<file path="src/rtl/regbank_wb_arbiter.sv">
// Write-port arbiter for the register bank: two one-entry writeback slots (ALU, LSU),
// a registered bank write stage, a pending-write scoreboard and a saturating stall counter.
// Define WB_RR_EN for round-robin tie-breaking; otherwise the LSU wins every tie.
module regbank_wb_arbiter #(
  parameter int NUMREGS   = 32,
  parameter int DATAWIDTH = 32,
  parameter int CNTWIDTH  = 16,
  localparam int AW       = $clog2(NUMREGS)
) (
  input  logic                 clk_i,
  input  logic                 rst_i,
  input  logic                 valid_0_i,
  output logic                 ready_0_o,
  input  logic [AW-1:0]        addr_0_i,
  input  logic [DATAWIDTH-1:0] data_0_i,
  input  logic                 valid_1_i,
  output logic                 ready_1_o,
  input  logic [AW-1:0]        addr_1_i,
  input  logic [DATAWIDTH-1:0] data_1_i,
  input  logic                 alloc_i,
  input  logic [AW-1:0]        alloc_addr_i,
  output logic                 we_o,
  output logic [AW-1:0]        waddr_o,
  output logic [DATAWIDTH-1:0] wdata_o,
  output logic [NUMREGS-1:0]   pend_o,
  output logic [CNTWIDTH-1:0]  stall_cnt_o
);

  logic                 full_0, full_1;
  logic [AW-1:0]        slot_addr_0, slot_addr_1;
  logic [DATAWIDTH-1:0] slot_data_0, slot_data_1;
  logic                 grant_0, grant_1;
  logic                 xfer_0, xfer_1;
  logic [AW-1:0]        issue_addr;
  logic [DATAWIDTH-1:0] issue_data;
  logic [NUMREGS-1:0]   pend_q, pend_set, pend_clr, pend_next;
  logic [CNTWIDTH-1:0]  stall_cnt_q;
  logic [1:0]           stall_inc;
  logic [CNTWIDTH:0]    stall_sum;

`ifdef WB_RR_EN
  logic last;
`endif

  // Grant looks at slot occupancy only, so ready has no path from any input.
  always_comb begin
    // NOTE: every always_comb output gets a default first so no path can infer a latch.
    grant_0 = 1'b0;
    grant_1 = 1'b0;
    if (full_0 && full_1) begin
`ifdef WB_RR_EN
      grant_0 = last;
      grant_1 = !last;
`else
      grant_1 = 1'b1;
`endif
    end else begin
      grant_0 = full_0;
      grant_1 = full_1;
    end
  end

  assign ready_0_o = !full_0 || grant_0;
  assign ready_1_o = !full_1 || grant_1;
  assign xfer_0    = valid_0_i && ready_0_o;
  assign xfer_1    = valid_1_i && ready_1_o;

  always_ff @(posedge clk_i or posedge rst_i) begin
    // NOTE: state registers use non-blocking assignments so all flops update from pre-edge values.
    if (rst_i) begin
      full_0 <= 1'b0;
      full_1 <= 1'b0;
    end else begin
      if (xfer_0)       full_0 <= 1'b1;
      else if (grant_0) full_0 <= 1'b0;
      if (xfer_1)       full_1 <= 1'b1;
      else if (grant_1) full_1 <= 1'b0;
    end
  end

  // NOTE: slot payloads carry no reset; the full bits qualify them, so stale contents are never issued.
  always_ff @(posedge clk_i) begin
    if (xfer_0) begin
      slot_addr_0 <= addr_0_i;
      slot_data_0 <= data_0_i;
    end
    if (xfer_1) begin
      slot_addr_1 <= addr_1_i;
      slot_data_1 <= data_1_i;
    end
  end

`ifdef WB_RR_EN
  always_ff @(posedge clk_i or posedge rst_i) begin
    if (rst_i)        last <= 1'b1;
    else if (grant_0) last <= 1'b0;
    else if (grant_1) last <= 1'b1;
  end
`endif

  assign issue_addr = grant_1 ? slot_addr_1 : slot_addr_0;
  assign issue_data = grant_1 ? slot_data_1 : slot_data_0;

  // A register-0 write still burns its issue cycle but never reaches the bank.
  always_ff @(posedge clk_i or posedge rst_i) begin
    if (rst_i) begin
      we_o    <= 1'b0;
      waddr_o <= '0;
      wdata_o <= '0;
    end else if (grant_0 || grant_1) begin
      we_o    <= (issue_addr != '0);
      waddr_o <= issue_addr;
      wdata_o <= issue_data;
    end else begin
      we_o    <= 1'b0;
    end
  end

  // Set is applied after clear so a same-edge alloc of a retiring register keeps it pending.
  always_comb begin
    pend_set = '0;
    pend_clr = '0;
    if (alloc_i && (alloc_addr_i != '0)) pend_set[alloc_addr_i] = 1'b1;
    if (we_o)                            pend_clr[waddr_o]      = 1'b1;
    pend_next    = (pend_q & ~pend_clr) | pend_set;
    pend_next[0] = 1'b0;
  end

  always_ff @(posedge clk_i or posedge rst_i) begin
    if (rst_i) pend_q <= '0;
    else       pend_q <= pend_next;
  end

  assign pend_o = pend_q;

  assign stall_inc = {1'b0, (valid_0_i && !ready_0_o)} + {1'b0, (valid_1_i && !ready_1_o)};
  assign stall_sum = {1'b0, stall_cnt_q} + {{(CNTWIDTH-1){1'b0}}, stall_inc};

  always_ff @(posedge clk_i or posedge rst_i) begin
    if (rst_i)                stall_cnt_q <= '0;
    else if (stall_sum[CNTWIDTH]) stall_cnt_q <= '1;
    else                      stall_cnt_q <= stall_sum[CNTWIDTH-1:0];
  end

  assign stall_cnt_o = stall_cnt_q;

endmodule

</file>
<file path="config.mk">
export PLATFORM = sky130hd
export DESIGN_NAME = regbank_wb_arbiter
export DESIGN_NICKNAME = d
export VERILOG_FILES = /design/src/rtl/regbank_wb_arbiter.sv
export SDC_FILE = /design/constraint.sdc
export NUM_CORES = 1
export LEC_CHECK = 0
export ABC_AREA = 1
export CAP_MARGIN = 20
export CORE_AREA = 5 5 150 152
export CTS_CLUSTER_DIAMETER = 60
export DETAILED_ROUTE_END_ITERATION = 7
export DIE_AREA = 0 0 155 157
export SYNTH_ARGS = -nofsm -noshare
export SYNTH_HDL_FRONTEND = slang
export SYNTH_SLANG_ARGS = --single-unit
</file>
<file path="constraint.sdc">
create_clock -name clk_i -period 4.85 [get_ports clk_i]
set_clock_uncertainty 0.05 [all_clocks]
set_input_delay 1.2125 -clock clk_i [delete_from_list [all_inputs] [get_ports clk_i]]
set_output_delay 1.2125 -clock clk_i [all_outputs]
set_load 0.03 [all_outputs]
</file>
# == Word level (Yosys, flattened, before mapping) ==
# Cells that the tools add are included.
# op_classes
add_sub_neg,2
order_cmp,4
n_mux,16
bitwise,3
reduce_logical,19
# ops
cell,n
$mux 32,3
$and 32x32->32,1
$not 32->32,1
$or 32x32->32,1
$add 16x2->17,1
$mux 16,1
$lt 5x6->1 const B,2
$demux 1 s5,2
$ge 5x1->1 const B,2
$reduce_bool 5->1,2
$mux 1,9
$logic_and 1x1->1,8
$mux 5,1
$logic_not 1->1,4
$reduce_bool 2->1,2
$logic_or 1x1->1,3
$add 1x1->2,1
# word_totals
regBits,161

# == Depth between registers and ports, before layout ==
# depth
depth_word,8
mapped_depth,11
mapped_depth_nobuf,10

# == Worst setup path before layout ==
# OpenSTA, ideal clock, no wires.
# synth_path
path_kind,in2reg
startpoint,input port valid_0_i
endpoint,"register slot_addr_0[0], enable pin"
arrival_time_ns,3.085
path_slack_ns,1.272
path_stages,2
path_buffers,0
cell_sequence,inv_1 -> a21oi_1
# synth_between
elab_chain_cells,1
# synth_lines
element,line,rtl
from (decl),12,"input logic valid_0_i,"
$logic_and 1x1->1,65,assign xfer_0 = valid_0_i && ready_0_o;
via xfer_0,33,"logic xfer_0, xfer_1;"
to (signal assigned),84,slot_addr_0 <= addr_0_i;
to (decl),30,"logic [AW-1:0] slot_addr_0, slot_addr_1;"
# The timed path passes the listed nets, and every way through them passes these cells.
# A chain may end at the register's enable or synchronous reset.

# == Worst setup path in the final report ==
# layout_path
startpoint,input port valid_0_i
endpoint,"register stall_cnt_q[3], in the netlist stall_cnt_o[3]"
# layout_between
elab_chain_cells,4
# layout_lines
element,line,rtl
$logic_and 1x1->1,136,"assign stall_inc = {1'b0, (valid_0_i && !ready_0_o)} + {1'b0, (valid_1_i && !ready_1_o)};"
$add 1x1->2,136,
$add 16x2->17,137,"assign stall_sum = {1'b0, stall_cnt_q} + {{(CNTWIDTH-1){1'b0}}, stall_inc};"
$mux 16,141,else if (stall_sum[CNTWIDTH]) stall_cnt_q <= '1;
to (signal assigned),142,else stall_cnt_q <= stall_sum[CNTWIDTH-1:0];
to (decl),37,logic [CNTWIDTH-1:0] stall_cnt_q;
# No other way between the ends.

==> results.sh <==
export IMPL_path_cells="clkdlybuf4s50_1 -> inv_1 -> nor2_1 -> fa_1 -> ha_1 -> nand2_1 -> nor2_4 -> nand4_1 -> nand3_1"
export IMPL_hold_depth=2
export IMPL_rr_worst_depth=8
export IMPL_max_freq_ghz=0.319
export IMPL_finalSetupViolations=0
export IMPL_async_reset_ff_share_pct=54.0
export IMPL_power_density_nw_per_um2=476
export IMPL_place_inst=977
export IMPL_synthToLayoutAreaGrowth_pct=41.0
export IMPL_cts_buffers=17
export IMPL_fin_crit_ns=3.14
export IMPL_postCtsResizedCells=0
export IMPL_grt_use_total_pct=13.2
export IMPL_worstSetupEndpointType="flop"
export IMPL_numPortBuffers=169
export IMPL_post_route_util_pct=41.8
export IMPL_cts_sinks=161
export IMPL_drtIter0Drc=268
export IMPL_finalWorstSetupSlack_ns=1.71
export IMPL_ir_drop_mv=0.233
export IMPL_nFillCells=2019
export IMPL_place_congestion=0.822
export IMPL_row_count=53
export IMPL_multi_input_area_um2=1550
export IMPL_post_cts_setup_buffers=0
export IMPL_antenna_cells=0
export IMPL_maxSlewViolCount=0
export IMPL_tns_ns=0
export IMPL_grt_pass1_vias=4489
export IMPL_status="completed"
export IMPL_start_util_pct=29.7
export IMPL_maxSlewHeadroom_pct=38.0
export IMPL_synth_area_um2=6200
export IMPL_grt_antenna_before_repair=0
export IMPL_wl_um=15800
export IMPL_path_max_fanout=11
export IMPL_vias=4509
export IMPL_stdcell_count=1009
export IMPL_grt_max_degree=70
export IMPL_pre_cts_slack_ns=1.23
export IMPL_ys_flop_type="dfrtp_1"
export IMPL_critPathLaunch="valid_0_i"
export IMPL_htree_levels=4
export IMPL_insertion_delay_ns=0.41
export IMPL_cts_root_buf="clkbuf_16"
export IMPL_critPathKind="in -> reg"
export IMPL_max_stage_delay_ns=0.45
export IMPL_hold_viol=0
export IMPL_io_pins=172
export IMPL_ys_types=32
export IMPL_place_area_um2=8180
export IMPL_wire_per_inst_um=15.7
export IMPL_crit_arrival_ns=3.42
export IMPL_ant_nets=0
export IMPL_dieHeight_um=157
export IMPL_synth_yosys_seq_area_share_pct=71.0
export IMPL_first_pass_iters=5
export IMPL_rsz0062_at_grt="false"
export IMPL_hpwl_um=11000
export IMPL_holdCritPathClass="reg -> reg"
export IMPL_netlist_instances=545
export IMPL_tightestPinTransition_ns=0.929
export IMPL_r2r_end="stall_cnt_o[3]$_DFF_PP0_"
export IMPL_timing_hold_ws_ns=0.410
export IMPL_ctsHoldBuffers=0
export IMPL_required_ns=5.13
export IMPL_synth_edff_count=74
export IMPL_synth_seq_cells=161
export IMPL_reg2reg_from="full_0$_DFFE_PP0P_"
export IMPL_nets=807
export IMPL_grt_first_pass_wirelength_um=25100
export IMPL_crit_path_start_kind="input port"
export IMPL_clk_path_buf_depth=2
export IMPL_maxCapViolations=0
export IMPL_drive_gt1_share_pct=7.90
export IMPL_final_common_cell="clkdlybuf4s50_1"
export IMPL_grt_overflow=0
export IMPL_ff_latch_area_um2=4400
export IMPL_dieWidth_um=155
export IMPL_syn_area_per_cell_um2=11.4
export IMPL_slowest_stage="clkdlybuf4s50_1"
export IMPL_p_leak_nw=3.52
export IMPL_vias_per_cell=4.47
export IMPL_cts_reportedPaths_clkPinSlew_ns=0.06
export IMPL_cts_tree="done"
export IMPL_finalInstanceArea_um2=8730
export IMPL_drc=0
export IMPL_coreArea_um2=20900
export IMPL_die_area_um2=24300
export IMPL_reg2reg_setup_slack_ns=2.50
export IMPL_yosysWarnings=0
export IMPL_power_total_mw=4.16
export IMPL_crit_path_end="stall_cnt_o[3]$_DFF_PP0_"
export IMPL_layout_worst_path_cycle_share_pct=64.7
export IMPL_layout_common_cells="clkdlybuf4s50_1, nand2_1, dfrtp_1"
[where the power goes]
group	internal (mW)	switching, mW	total, mW
clock	0.671	0.579	1.25
combinational	0.454	0.656	1.11
sequential	1.66	0.142	1.80
[sequential cells by signal, summed over array words and instances (netlist names)]
name / flops
pend_o: 31
slot_data_1: 32
slot_addr_0: 5
slot_data_0: 32
we_o: 1
full_1: 1
stall_cnt_o: 16
wdata_o: 32
slot_addr_1: 5
waddr_o: 5
full_0: 1
[layer usage]
metal / global-route usage (%) / part of all wire [%] / vias up
li1: - / - / 2203
met1: 17.8 / 44 / 2130
met2: 19.9 / 46 / 164
met3: 5.58 / 9.7 / 12
met4: 3.15 / 0.80 / 0
met5: 0 / 0 / -
[synthesized netlist by cell type (all sizes together) (3+ instances only)]
master,count,area share (%)
edfxtp,74,36
nor2,17,1.2
nand2,144,9.1
nand3,74,6.1
inv,38,2.3
or2,3,0.34
buf,15,1.7
nand4,5,0.50
dfrtp,87,35
o21ai,73,5.9
[worst max-delay path: cells and delay by family]
| family | cells | cell delay (ns) |
|---|---|---|
| adder cells (fa/ha/maj) | 2 | 0.44 |
| AND/OR/NAND/NOR | 5 | 1.22 |
| buffers and inverters | 2 | 0.55 |
[worst min-delay path by stage]
stage / start / to / slack, ns
2_1_floorplan: slot_data_1[0]$_DFFE_PP_ / wdata_o[0]$_DFFE_PP0P_ / 0.39
3_3_place_gp: slot_data_0[14]$_DFFE_PP_ / wdata_o[14]$_DFFE_PP0P_ / 0.39
3_5_place_dp: slot_data_1[25]$_DFFE_PP_ / wdata_o[25]$_DFFE_PP0P_ / 0.40
4_1_cts: slot_data_0[6]$_DFFE_PP_ / wdata_o[6]$_DFFE_PP0P_ / 0.41
5_1_grt: slot_data_1[7]$_DFFE_PP_ / wdata_o[7]$_DFFE_PP0P_ / 0.42
6_report: slot_data_1[7]$_DFFE_PP_ / wdata_o[7]$_DFFE_PP0P_ / 0.41
[layout make-up]
class | count | share of cell area, %
Clock buffer | 17 | 4.87
Sequential cell | 161 | 50.4
Multi-Input combinational cell | 330 | 17.8
Inverter | 38 | 1.66
Tap cell | 275 | 3.94
Timing Repair Buffer | 173 | 19.9
Clock inverter | 15 | 1.46
[kinds of logic (layout without fill, tap and decap cells)]
group | Yosys count | in the layout | share of synthesized area [%]
fa+ha+maj | 2 | 2 | 0.525
compound gates | 77 | 77 | 6.30
simple gates | 245 | 245 | 17.5
xor+xnor | 3 | 3 | 0.424
other cells | 2 | 3 | 0.121
buf+inv | 55 | 243 | 4.16
flops | 161 | 161 | 71.0
Power figures use the tool's default switching activity.
